### config.mk
export PLATFORM = sky130hd
export DESIGN_NAME = alu_result_fifo_flat
export DESIGN_NICKNAME = d
export VERILOG_FILES = /design/src/rtl/alu_result_fifo_if.sv /design/src/rtl/alu_result_fifo.sv /design/src/flat_wrapper.sv
export SDC_FILE = /design/constraint.sdc
export NUM_CORES = 1
export LEC_CHECK = 0
export ABC_AREA = 0
export ABC_CLOCK_PERIOD_IN_PS = 2400
export BUFFER_PORTS_ARGS = -buffer_cell sky130_fd_sc_hd__buf_2
export CELL_PAD_IN_SITES_DETAIL_PLACEMENT = 1
export CELL_PAD_IN_SITES_GLOBAL_PLACEMENT = 1
export CORE_MARGIN = 3
export CORE_UTILIZATION = 48
export CTS_CLUSTER_DIAMETER = 60
export DETAILED_ROUTE_END_ITERATION = 7
export GPL_TIMING_DRIVEN = 0
export PLACE_DENSITY = 0.86
export SETUP_SLACK_MARGIN = 0.02
export SKIP_CTS_REPAIR_TIMING = 1
export SYNTH_ARGS = -nofsm -noshare
export SYNTH_HDL_FRONTEND = slang
export SYNTH_SLANG_ARGS = --single-unit
### constraint.sdc
create_clock -name clk -period 2.4 [get_ports clk]
set_input_delay 0 -clock clk [delete_from_list [all_inputs] [get_ports clk]]
set_output_delay 0 -clock clk [all_outputs]
set_load 0.02 [all_outputs]
### src/rtl/alu_result_fifo_if.sv
// Handshake bundle between the ALU, the result FIFO and the writeback consumer.
// master = environment side (ALU + consumer), slave = FIFO side.
interface alu_result_fifo_if #(
  parameter int DATA_W = 32,
  parameter int OP_W   = 4,
  parameter int DEPTH  = 4,
  parameter int CNT_W  = 8
);
  localparam int CW = $clog2(DEPTH) + 1;

  logic              in_valid;
  logic              in_ready;
  logic [DATA_W-1:0] result;
  logic              cout;
  logic              bout;
  logic [OP_W-1:0]   opcode;
  logic              out_valid;
  logic              out_ready;
  logic [DATA_W-1:0] out_result;
  logic [OP_W-1:0]   out_opcode;
  logic              out_cout;
  logic              out_bout;
  logic              out_zero;
  logic              out_neg;
  logic [CW-1:0]     count;
  logic [CNT_W-1:0]  drop_cnt;

  modport master (
    output in_valid, result, cout, bout, opcode, out_ready,
    input  in_ready, out_valid, out_result, out_opcode, out_cout, out_bout,
           out_zero, out_neg, count, drop_cnt
  );

  modport slave (
    input  in_valid, result, cout, bout, opcode, out_ready,
    output in_ready, out_valid, out_result, out_opcode, out_cout, out_bout,
           out_zero, out_neg, count, drop_cnt
  );
endinterface

### src/rtl/alu_result_fifo.sv
// First-word-fall-through FIFO capturing ALU results with zero/negative flags;
// results arriving while full are dropped and counted (saturating).
module alu_result_fifo #(
  parameter int DATA_W = 32,
  parameter int OP_W   = 4,
  parameter int DEPTH  = 4,
  parameter int CNT_W  = 8
) (
  input  logic             clk,
  input  logic             rst_n,
  alu_result_fifo_if.slave bus
);
  localparam int AW = $clog2(DEPTH);
  localparam int CW = AW + 1;

  typedef struct packed {
    logic [DATA_W-1:0] result;
    logic [OP_W-1:0]   opcode;
    logic              cout;
    logic              bout;
    logic              zero;
    logic              neg;
  } entry_t;

  function automatic logic [CNT_W-1:0] sat_inc(input logic [CNT_W-1:0] v);
    return (&v) ? v : v + CNT_W'(1);
  endfunction

  logic [AW-1:0]    r_wr_ptr;
  logic [AW-1:0]    r_rd_ptr;
  logic [CW-1:0]    r_count;
  logic [CNT_W-1:0] r_drop_cnt;
  entry_t           r_mem [DEPTH];

  logic   w_in_ready;
  logic   w_out_valid;
  logic   w_push;
  logic   w_pop;
  logic   w_drop;
  entry_t w_wr_entry;
  entry_t w_head;

  // Acceptance depends only on registered occupancy; a pop never frees a slot
  // for the same cycle's push.
  assign w_in_ready  = (r_count != CW'(DEPTH));
  assign w_out_valid = (r_count != '0);
  assign w_push      = bus.in_valid & w_in_ready;
  assign w_drop      = bus.in_valid & ~w_in_ready;
  assign w_pop       = w_out_valid & bus.out_ready;

  always_comb begin
    w_wr_entry        = '0;
    w_wr_entry.result = bus.result;
    w_wr_entry.opcode = bus.opcode;
    w_wr_entry.cout   = bus.cout;
    w_wr_entry.bout   = bus.bout;
    w_wr_entry.zero   = (bus.result == '0);
    w_wr_entry.neg    = bus.result[DATA_W-1];
  end

  // Storage carries no reset; validity is tracked purely by r_count.
  always_ff @(posedge clk) begin
    if (w_push) r_mem[r_wr_ptr] <= w_wr_entry;
  end

  always_ff @(posedge clk or negedge rst_n) begin
    if (!rst_n) begin
      r_wr_ptr   <= '0;
      r_rd_ptr   <= '0;
      r_count    <= '0;
      r_drop_cnt <= '0;
    end else begin
      if (w_push) r_wr_ptr <= r_wr_ptr + AW'(1);
      if (w_pop)  r_rd_ptr <= r_rd_ptr + AW'(1);
      case ({w_push, w_pop})
        2'b10:   r_count <= r_count + CW'(1);
        2'b01:   r_count <= r_count - CW'(1);
        default: r_count <= r_count;
      endcase
      if (w_drop) r_drop_cnt <= sat_inc(r_drop_cnt);
    end
  end

  assign w_head = w_out_valid ? r_mem[r_rd_ptr] : '0;

  assign bus.in_ready   = w_in_ready;
  assign bus.out_valid  = w_out_valid;
  assign bus.out_result = w_head.result;
  assign bus.out_opcode = w_head.opcode;
  assign bus.out_cout   = w_head.cout;
  assign bus.out_bout   = w_head.bout;
  assign bus.out_zero   = w_head.zero;
  assign bus.out_neg    = w_head.neg;
  assign bus.count      = r_count;
  assign bus.drop_cnt   = r_drop_cnt;
endmodule

### src/flat_wrapper.sv
// flat-port wrapper written by rule: the top's interface ports become plain ports
module alu_result_fifo_flat 
#(
  parameter int DATA_W = 32,
  parameter int OP_W   = 4,
  parameter int DEPTH  = 4,
  parameter int CNT_W  = 8
)
  (clk, rst_n, bus_in_valid, bus_result, bus_cout, bus_bout, bus_opcode, bus_out_ready, bus_in_ready, bus_out_valid, bus_out_result, bus_out_opcode, bus_out_cout, bus_out_bout, bus_out_zero, bus_out_neg, bus_count, bus_drop_cnt);
  alu_result_fifo_if #(.DATA_W(DATA_W), .OP_W(OP_W), .DEPTH(DEPTH), .CNT_W(CNT_W)) bus_i ();
  input  logic clk;
  input  logic rst_n;
  input wire logic [$bits(bus_i.in_valid)-1:0] bus_in_valid;
  input wire logic [$bits(bus_i.result)-1:0] bus_result;
  input wire logic [$bits(bus_i.cout)-1:0] bus_cout;
  input wire logic [$bits(bus_i.bout)-1:0] bus_bout;
  input wire logic [$bits(bus_i.opcode)-1:0] bus_opcode;
  input wire logic [$bits(bus_i.out_ready)-1:0] bus_out_ready;
  output wire logic [$bits(bus_i.in_ready)-1:0] bus_in_ready;
  output wire logic [$bits(bus_i.out_valid)-1:0] bus_out_valid;
  output wire logic [$bits(bus_i.out_result)-1:0] bus_out_result;
  output wire logic [$bits(bus_i.out_opcode)-1:0] bus_out_opcode;
  output wire logic [$bits(bus_i.out_cout)-1:0] bus_out_cout;
  output wire logic [$bits(bus_i.out_bout)-1:0] bus_out_bout;
  output wire logic [$bits(bus_i.out_zero)-1:0] bus_out_zero;
  output wire logic [$bits(bus_i.out_neg)-1:0] bus_out_neg;
  output wire logic [$bits(bus_i.count)-1:0] bus_count;
  output wire logic [$bits(bus_i.drop_cnt)-1:0] bus_drop_cnt;
  assign bus_i.in_valid = bus_in_valid;
  assign bus_i.result = bus_result;
  assign bus_i.cout = bus_cout;
  assign bus_i.bout = bus_bout;
  assign bus_i.opcode = bus_opcode;
  assign bus_i.out_ready = bus_out_ready;
  assign bus_in_ready = bus_i.in_ready;
  assign bus_out_valid = bus_i.out_valid;
  assign bus_out_result = bus_i.out_result;
  assign bus_out_opcode = bus_i.out_opcode;
  assign bus_out_cout = bus_i.out_cout;
  assign bus_out_bout = bus_i.out_bout;
  assign bus_out_zero = bus_i.out_zero;
  assign bus_out_neg = bus_i.out_neg;
  assign bus_count = bus_i.count;
  assign bus_drop_cnt = bus_i.drop_cnt;
  alu_result_fifo #(.DATA_W(DATA_W), .OP_W(OP_W), .DEPTH(DEPTH), .CNT_W(CNT_W)) u_core (.clk(clk), .rst_n(rst_n), .bus(bus_i));
endmodule
### Yosys cells after proc, flatten, opt, wreduce, memory -nomap -nowiden

Memory sizes are Yosys's and may differ from the RTL's.
Cells that the tools add are included.

* RAM bits: 160
* register bits: 15
* memories kept: 1

* multiplexer cells: 4
* bitwise logic cells: 5
* reduce and logical (&&, ||, !) cells: 5
* add/sub/neg operators: 5
* equality and inequality tests: 3

Memory list
* u_core.r_mem: depth 4, bits a word 40, rd ports 1, clocked after Yosys merged registers in 0, write ports 1, RTL line alu_result_fifo.sv:33 `entry_t r_mem [DEPTH];`

Operators with widths (number)
* $mux 40: 1
* $logic_not 32->1: 1
* $add 8x1->8 const B: 1
* $reduce_and 8->1: 1
* $pmux 3 s2: 1
* $add 2x1->2 const B: 2
* $add 3x1->3 const B: 1
* $and 1x1->1: 3
* $ne 3x3->1 const B: 1
* $reduce_bool 3->1: 1
* $sub 3x1->3 const B: 1
* $eq 2x1->1 const B: 1
* $eq 2x2->1 const B: 1
* $mux 1: 2
* $not 1->1: 2
* $reduce_and 2->1: 1
* $reduce_bool 2->1: 1

### Depth between registers and ports, before layout

Gate-level depths: netlist of run 1.

* depth in word-level cells: 4
* gate-level depth with buffers: 9
* mapped depth without buffers: 9

### Least setup slack after synthesis of run 1

No wires, ideal clock.

* path kind: reg2reg
* start: reg u_core.r_count[0], in the netlist u_core.bus.count[0]
* end: reg u_core.r_count[2], in the netlist u_core.bus.count[2]
* slack: 173 ps
* arrival time: 2147 ps
* cell stages (with the launch flop): 10
* library setup time: 80 ps
* required time: 2320 ps
* clock period less this slack: 2227 ps
* path buffers: 0
* cell sequence: dfrtp_1 > or3b_4 > and2_4 > inv_1 > ha_1 > inv_1 > fa_1 > xor2_1 > nor2_1 > xor2_1

* cells in the longest elaborated chain, start to end: 4
* elaborated cells between the ends (all ways): 10
* those cells by class: add/sub (2); eq/ne (3); mux (1); bitwise (2); reduce/logical (2)

RTL lines
* start: declaration: RTL line alu_result_fifo.sv:31 `logic [CW-1:0] r_count;`
* start signal: assignment: RTL line alu_result_fifo.sv:76 `2'b10: r_count <= r_count + CW'(1);`
* start signal: assignment: RTL line alu_result_fifo.sv:77 `2'b01: r_count <= r_count - CW'(1);`
* start signal: assignment: RTL line alu_result_fifo.sv:78 `default: r_count <= r_count;`
* $ne 3x3->1 (*): RTL line alu_result_fifo.sv:45 `assign w_in_ready = (r_count != CW'(DEPTH));`
* net bus_in_ready: RTL line flat_wrapper.sv:19 `output wire logic [$bits(bus_i.in_ready)-1:0] bus_in_ready;`
* $and 1x1->1 (*): RTL line alu_result_fifo.sv:47 `assign w_push = bus.in_valid & w_in_ready;`
* $eq 2x1->1 or $eq 2x2->1 (tied branches): RTL line alu_result_fifo.sv:75 `case ({w_push, w_pop})`
* $pmux 3 s2 or $reduce_bool 2->1 (tied branches)

The timed path passes the listed nets; every way through them passes the cells marked *.
A chain may end at the register's enable or synchronous reset.

### Worst setup path in the final report of run 1

* start: reg u_core.r_count[1], in the netlist u_core.bus.count[1]
* end: reg u_core.r_count[2], in the netlist u_core.bus.count[2]

* cells in the longest elaborated chain, start to end: 4
* elaborated cells between the ends (all ways): 10
* those cells by class: add/sub (2); eq/ne (3); mux (1); bitwise (2); reduce/logical (2)

RTL lines (RTL line)
* $ne 3x3->1 or $reduce_bool 3->1 (tied branches): alu_result_fifo.sv:45, alu_result_fifo.sv:46
* $and 1x1->1 (on tied branches): alu_result_fifo.sv:47, alu_result_fifo.sv:49
* $eq 2x1->1 or $eq 2x2->1 (tied branches): alu_result_fifo.sv:75
* $pmux 3 s2 or $reduce_bool 2->1 (tied branches)

Parallel ways exist; a longest one is shown, timed or not.

==> results of run 1 <==
## metal layers
layer / part of all wire / track usage / wire length (um) / up-vias
met3: 0.050 / 0.0465 / 775 / 23
met2: 0.53 / 0.326 / 8200 / 126
met1: 0.40 / 0.246 / 6090 / 1911
li1: - / - / - / 1648
met4: 0.019 / 0.0797 / 289 / 0
met5: 0 / 0 / 0 / -
## layout by cell type (no fill, tap or decap), types with 6 or more instances in the layout
cell             n
nor4_1           8
and2_1          41
inv_1            6
xnor2_1          7
mux4_2          39
clkbuf_16       17
clkbuf_1         6
buf_4            6
buf_2           97
edfxtp_1       156
dfrtp_1         13
ha_1             6
dlygate4sd3_1   40
## kinds of logic (layout without fill, tap and decap cells)
group / after synthesis / in the layout / share of synthesized area
AO/OA/AOI/OAI: 7 / 7 / 0.00644
AND/OR/NAND/NOR: 74 / 74 / 0.0692
flip-flops: 171 / 171 / 0.744
buffers and inverters: 21 / 192 / 0.0171
XOR/XNOR: 10 / 10 / 0.0129
multiplexers: 43 / 43 / 0.136
adder cells (fa/ha/maj): 7 / 7 / 0.0140
## final timing paths
kind | start | to | slack [ns] | cells after the start
worst max-delay path | u_core.bus.count[1] | u_core.bus.count[2] | 0.15 | 9
worst min-delay path | bus_in_valid | u_core.r_wr_ptr[0] | 0.006 | 3
worst max register to register | u_core.bus.count[1] | u_core.bus.count[2] | 0.15 | 9
worst min register to register | u_core.bus.drop_cnt[3] | u_core.bus.drop_cnt[3] | 0.55 | 1
max in group asynchronous | rst_n | u_core.bus.count[0] | 2.07 | 2
min in group asynchronous | rst_n | u_core.bus.drop_cnt[4] | 0.04 | 2
## power by group through the flow
stage | sequential [mW] | combinational, mW | clock (mW)
6_report | 4.19 | 4.15 | 2.72
5_1_grt | 4.24 | 4.50 | 2.90
4_1_cts | 4.19 | 4.08 | 2.77
3_5_place_dp | 4.25 | 4.05 | 0
3_3_place_gp | 4.18 | 3.94 | 0
2_1_floorplan | 4.20 | 2.73 | 0
## layout make-up
type / instances / area [um^2]
inverter: 6 / 22.5
clock inverter: 9 / 111
tap: 176 / 220
fill: 1177 / 5020
buffer: 15 / 93.8
sequential: 171 / 5060
clock buffer: 23 / 488
multi-input combinational: 141 / 1630
timing repair buffer: 139 / 908
## tightest hold or removal path, cell delays in order
cell     delay (ns)
buf_2          0.13
and2_4         0.18
xnor2_1        0.06
## metrics by stage
stage / cells / hold WS (ns)
finish: 680 / 0.00570
global route: 680 / 0.0284
CTS: 635 / -0.525
detailed placement: 603 / -0.0728
global placement: 603 / -0.0822
floorplan: 333 / -0.296
## registers in the layout, summed over array words and instances (netlist names)
register,count
u_core.bus.count,3
u_core.r_wr_ptr,2
u_core.r_rd_ptr,2
u_core.bus.drop_cnt,8
u_core.r_mem,156
==> flow_summary.ini, run 1 <==
[sta]
min_period_over_period = 0.937
rsz0062_at_grt = no
setup_ws_ns = 0.151
setup_viol = 0
min_period_ns = 2.25
worst_pin_slew_ns = 1.10
relSlewSlack = 0.268
hold_viol_final = 0
max_freq_mhz = 445
finClkSkew_ns = 0.00900
fin_tns_setup_ns = 0
maxSlewViolCount = 0

[clocking]
cts_root_buf = clkbuf_16
clk_latency_ns = 0.42
htreeDepth = 4
tritoncts = built
ctsLongestPathBuffers = 2
numCtsBuffers = 17
cts.sinks = 171
clk_pin_slew_ns = 0.06

[placement]
post_dp_cell_area_um2 = 7490
gp_congestion = 0.730
place_ws_ns = 0.105
portBuffers = 94
hpwl_mm = 9.22

[finish]
layout.nets = 540
stdcell_area_um2 = 8540
layout-drive-gt1-share = 0.371
n_antenna_cell = 0
area_growth_pct = 25.6
finish.utilization = 0.630

[worst_setup_path]
end_kind = register
cp_max_fo = 6
crit_family = simple AND/OR/NAND/NOR gates
crit_required_ns = 2.75
path_buf_inv = 2
crit_slowest_cell = or3b_4
cp_cell_sequence = or3b_4 > and2_4 > inv_1 > ha_1 > inv_1 > fa_2 > xor2_1 > nor2_1 > xor2_1
arrival_ns = 2.59
worstSetupPathType = register to register
cpPeakStageDelay_ns = 0.44
startpoint_type = register

[die]
die_x_um = 125
dieArea_um2 = 15600
pin_count = 95
rows = 42
core_um2 = 13600
start_util = 0.502
die_y_um = 125

[run_status]
outcome = finished, final reports clean

[route]
wl_mm = 15.4
firstDrtPassIters = 4
vias_per_cell = 5.45
dr.first_iter.drc_count = 184
vias = 3708
wire_per_inst_um = 22.6
final_antenna_net_count = 0
drc = 0

[synth]
yosysTopAreaCell = edfxtp_1
syn_nets = 382
postSynthCellCount = 333
synth_seq_cells = 171
synthesis.area_um2 = 6800
synth_most_common_cell = edfxtp_1
ys.flop_type = edfxtp_1
synth_commonest_cells = edfxtp_1, and2_1, mux4_2
synth_edf_count = 156
async_flop_share = 0.0877
synth-seq-area-share = 0.744
synthTopCellsByArea = edfxtp_1, mux4_2, dfrtp_1
ys_types = 34
synth_top_area_frac = 0.689
syn_area_per_cell_um2 = 20.4
yosysWarnings = 0

[power_and_ir_drop]
power.total_mw = 11.1
power_switching_mw = 3.69
seqPwrFrac = 0.379
power.internal_mw = 7.37
cellLeakagePower_nw = 3.08
netSwitchingFraction = 0.334
cellPowerDensity_nw_per_um2 = 1300
p_clk_frac = 0.246
peakVddDrop_uv = 712
combPwrFrac = 0.375

[grt]
grt_max_degree = 40
grt_pass1_vias = 3906
grt_pass1_wl_mm = 22.8
grt_antenna_before_repair = 0
overflow = 0
grt_usage = 0.194

[worst_hold_path]
hold_path.class = primary input to register

[job]
cap_viol_max_count = 0
Note: power is estimated with default switching activity, not from simulation.
==> inputs of run 2 (changes only) <==
--- a/config.mk
+++ b/config.mk
@@ -10,7 +10,7 @@
 export BUFFER_PORTS_ARGS = -buffer_cell sky130_fd_sc_hd__buf_2
 export CELL_PAD_IN_SITES_DETAIL_PLACEMENT = 1
 export CELL_PAD_IN_SITES_GLOBAL_PLACEMENT = 1
-export CORE_MARGIN = 3
+export CORE_MARGIN = 2
 export CORE_UTILIZATION = 48
 export CTS_CLUSTER_DIAMETER = 60
 export DETAILED_ROUTE_END_ITERATION = 7
==> run 2 against run 1 <==
Net effect:
- global-route usage rose by 0.33 points
- first-iteration DRC count fell by 16%
- total power fell by 2.5%
- count of clock-buffer cells in the layout fell by 3
- clock power fell by 6%
- largest power group unchanged
- cell area fell by 1.0%
- register-to-register slack got worse by 0.02 ns
- largest cell class unchanged
- highest routed layer unchanged
- non-clock buffer count fell by 4
- final cell count fell by 0.15%
==> flow_summary.ini, run 2 (synthesized netlist as in run 1, its figures left out) <==
[finish]
layout-drive-gt1-share = 0.351
layout.nets = 536
regArea_um2 = 5060
fillers = 1242
layout_common_cells = edfxtp_1, buf_2, and2_1, dlygate4sd3_1, mux4_2
final_common_cell = edfxtp_1
n_antenna_cell = 0
stdcell_area_um2 = 8450
regMostFlops = u_core.r_mem
largest_reg_flops = 156
fin_cells = 679
area_growth_pct = 24.3
multi_input_area_um2 = 1630
finish.utilization = 0.609

[worst_setup_path]
crit_required_ns = 2.75
cp_max_fo = 6
worstSetupPathType = register to register
startpoint_type = register
end_kind = register
arrival_ns = 2.61

[route]
wl_met3_um = 655
firstDrtPassIters = 4
top_layer_used = met4
vias = 3682
wl_mm = 14.9
wire_per_inst_um = 22.0
vias_per_cell = 5.42
m1WireLength_mm = 6.09
dr.first_iter.drc_count = 155
final_antenna_net_count = 0
drc = 0
wl_met2_mm = 7.83

[die]
pin_count = 95
rows = 43
die_y_um = 123
die_x_um = 123
dieArea_um2 = 15100
start_util = 0.490
core_um2 = 13900

[sta]
relSlewSlack = 0.263
max_freq_mhz = 442
setup_ws_ns = 0.136
finClkSkew_ns = 0.00495
min_period_over_period = 0.943
rsz0062_at_grt = no
fin_tns_setup_ns = 0
maxSlewViolCount = 0
worst_pin_slew_ns = 1.11
min_period_ns = 2.26
whs_ns = 0.0234
hold_viol_final = 0
setup_viol = 0

[job]
cap_viol_max_count = 0

[power_and_ir_drop]
power.total_mw = 10.8
peakVddDrop_uv = 641
cellPowerDensity_nw_per_um2 = 1280
cellLeakagePower_nw = 3.05

[grt]
grt_pass1_vias = 3741
overflow = 0
grt_max_degree = 40
grt_pass1_wl_mm = 21.2
grt_usage = 0.198
grt_antenna_before_repair = 0

[clocking]
numCtsBuffers = 17
ctsLongestPathBuffers = 2
clk_pin_slew_ns = 0.06
tritoncts = built
clk_latency_ns = 0.43
cts_root_buf = clkbuf_16
htreeDepth = 4
cts.sinks = 171

[placement]
dp_cells = 607
place_ws_ns = 0.173
portBuffers = 94
hpwl_mm = 8.80
gp_congestion = 0.736
post_dp_cell_area_um2 = 7500

[worst_hold_path]
hold_path.class = primary input to async pin

[run_status]
outcome = finished, final reports clean
run 2: changes by cell type in the layout (fill, tap and decap cells not counted), moves of 3 or more:
cell,before,now
buf_4,6,1
clkbuf_8,4,0
clkinv_1,0,3
clkinv_2,1,5
clkinvlp_4,5,1
run 2: cell type report:
cell class,instances,area share
Clock inverter,11,0.0123
Tap cell,180,0.0267
Buffer,15,0.0111
Timing Repair Buffer,135,0.104
Inverter,6,0.00267
Clock buffer,20,0.0517
Multi-Input combinational cell,141,0.192
Sequential cell,171,0.599
run 2: worst paths after layout:
check	depth (start not counted)	start	end	slack, ns
setup / recovery	9	u_core.bus.count[0]	u_core.bus.count[2]	0.14
min in group clk	2	bus_result[19]	u_core.r_mem[1][27]	0.34
setup reg to reg	9	u_core.bus.count[0]	u_core.bus.count[2]	0.14
max in group asynchronous	2	rst_n	u_core.bus.count[0]	2.09
hold / removal	2	rst_n	u_core.bus.drop_cnt[7]	0.02
hold reg to reg	1	u_core.bus.count[0]	u_core.bus.count[0]	0.54
run 2: critical path, cell delays in order (launching register included):
cell,delay (ns)
dfrtp_2,0.44
or3b_4,0.44
and2_4,0.19
inv_1,0.06
ha_2,0.19
inv_1,0.06
fa_1,0.37
xor2_1,0.15
nor2_1,0.11
xor2_1,0.16
run 2: routing by layer:
layer  global-route usage  up-vias
met1                0.252     1890
met3               0.0420       25
met5                    0        -
met4               0.0760        0
met2                0.336      120
li1                     -     1647
run 2: power breakdown:
group	switching, mW	internal, mW	total (mW)
Clock	1.06	1.50	2.56
Combinational	2.34	1.71	4.05
Sequential	0.224	3.96	4.18
Total	3.62	7.17	10.8
==> inputs of run 3 (changes only) <==
--- a/config.mk
+++ b/config.mk
@@ -12,12 +12,14 @@
 export CELL_PAD_IN_SITES_GLOBAL_PLACEMENT = 1
 export CORE_MARGIN = 2
 export CORE_UTILIZATION = 48
+export CTS_BUF_LIST = sky130_fd_sc_hd__clkbuf_2 sky130_fd_sc_hd__clkbuf_4 sky130_fd_sc_hd__clkbuf_8
 export CTS_CLUSTER_DIAMETER = 60
 export DETAILED_ROUTE_END_ITERATION = 7
 export GPL_TIMING_DRIVEN = 0
 export PLACE_DENSITY = 0.86
 export SETUP_SLACK_MARGIN = 0.02
 export SKIP_CTS_REPAIR_TIMING = 1
+export SLEW_MARGIN = 25
 export SYNTH_ARGS = -nofsm -noshare
 export SYNTH_HDL_FRONTEND = slang
 export SYNTH_SLANG_ARGS = --single-unit
==> run 3 against run 2 <==
Net effect:
- the flow now finishes with violations (hold timing)
- clock power down 26%
- worst hold slack got worse by 0.034 ns
- sequential power is essentially flat
- register-to-register slack better by 0.05 ns
- clock skew rose by 0.0016 ns
- critical path type unchanged
- critical endpoint unchanged
==> flow_summary.ini, run 3 (synthesized netlist as in run 1, its figures left out) <==
[clocking]
clk_pin_slew_ns = 0.08
clk_latency_ns = 0.45
cts_root_buf = clkbuf_8
htreeDepth = 4
tritoncts = built
numCtsBuffers = 17
ctsLongestPathBuffers = 2
cts.sinks = 171

[worst_setup_path]
cp_max_fo = 6
rr_worst_depth = 9
worstSetupPathType = register to register
reg2reg_from = u_core.bus.count[0]
arrival_ns = 2.60
crit_required_ns = 2.78
startpoint = u_core.bus.count[0]
reg2reg_slack_ns = 0.19
end_kind = register
startpoint_type = register
r2r-end = u_core.bus.count[2]

[die]
pin_count = 95
core_um2 = 13900
die_x_um = 123
rows = 43
die_y_um = 123
dieArea_um2 = 15100
start_util = 0.490

[sta]
finClkSkew_ns = 0.00658
rsz0062_at_grt = no
min_period_over_period = 0.923
fin_tns_setup_ns = 0
hold_viol_final = 15
maxSlewViolCount = 0
relSlewSlack = 0.565
whs_ns = -0.0102
max_freq_mhz = 452
min_period_ns = 2.21
worst_pin_slew_ns = 0.653
setup_viol = 0

[grt]
grt_usage = 0.196
overflow = 0
grt_pass1_wl_mm = 21.2
grt_antenna_before_repair = 0
grt_max_degree = 40
grt_pass1_vias = 3846

[finish]
n_antenna_cell = 0
layout-drive-gt1-share = 0.357
fin_cells = 682
layout_common_cells = edfxtp_1, buf_2, and2_1, dlygate4sd3_1, mux4_2
finish.utilization = 0.599
regMostFlops = u_core.r_mem
largest_reg_flops = 156
final_common_cell = edfxtp_1
stdcell_area_um2 = 8320
area_growth_pct = 22.4
layout.nets = 538

[route]
dr.first_iter.drc_count = 226
drc = 0
vias = 3694
firstDrtPassIters = 4
wl_mm = 14.7
wire_per_inst_um = 21.5
vias_per_cell = 5.42
final_antenna_net_count = 0

[placement]
dp_cells = 609
post_dp_cell_area_um2 = 7540
portBuffers = 94
gp_congestion = 0.736
hpwl_mm = 9.15

[run_status]
outcome = finished with violations
violations = hold timing

[worst_hold_path]
hold_path.class = primary input to async pin

[power_and_ir_drop]
cellLeakagePower_nw = 2.98
power.total_mw = 10.1
peakVddDrop_uv = 761
cellPowerDensity_nw_per_um2 = 1220

[job]
cap_viol_max_count = 0
[run 3: layout make-up]
cell class,count,area [um^2]
fill,1261,5560
clock inverter,15,133
sequential,171,5060
clock buffer,17,234
inverter,6,22.5
buffer,15,93.8
timing repair buffer,137,921
multi-input combinational,141,1630
tap,180,225
[run 3: worst max path at each step]
| stage | to | slack [ns] |
|---|---|---|
| floorplan | u_core.bus.count[2] | 0.17 |
| global placement | u_core.bus.count[2] | 0.21 |
| detailed placement | u_core.bus.count[2] | 0.19 |
| CTS | bus_out_result[31] | 0.13 |
| global route | u_core.bus.count[2] | 0.04 |
| finish | u_core.bus.count[2] | 0.19 |
[run 3: critical path, cell delays in order (launching register included)]
cell and delay, ns:
dfrtp_1 0.44, or3b_4 0.46, and2_4 0.19, inv_1 0.05, ha_1 0.17, inv_1 0.06
fa_1 0.37, xor2_1 0.15, nor2_1 0.11, xor2_1 0.14
[run 3: power by group]
group / switching, mW / leakage (nW) / internal (mW)
logic: 2.34 / 1.18 / 1.75
registers: 0.229 / 1.62 / 3.93
clock network: 0.994 / 0.183 / 0.900
total: 3.56 / 2.98 / 6.58
[run 3: per-stage QoR]
| stage | setup slack (ns) | hold slack (ns) |
|---|---|---|
| 3_5_place_dp | 0.185 | -0.0726 |
| 4_1_cts | 0.135 | -0.571 |
| 3_3_place_gp | 0.213 | -0.0800 |
| 2_1_floorplan | 0.173 | -0.296 |
| 6_report | 0.185 | -0.0102 |
| 5_1_grt | 0.0395 | -0.000636 |
[run 3: layer usage]
metal  vias up  GRT usage  wire length, um
li1       1643          -                -
met1      1913      0.254             6110
met2       110      0.326             7640
met3        28     0.0443              599
met4         0     0.0746              313
met5         -          0                0
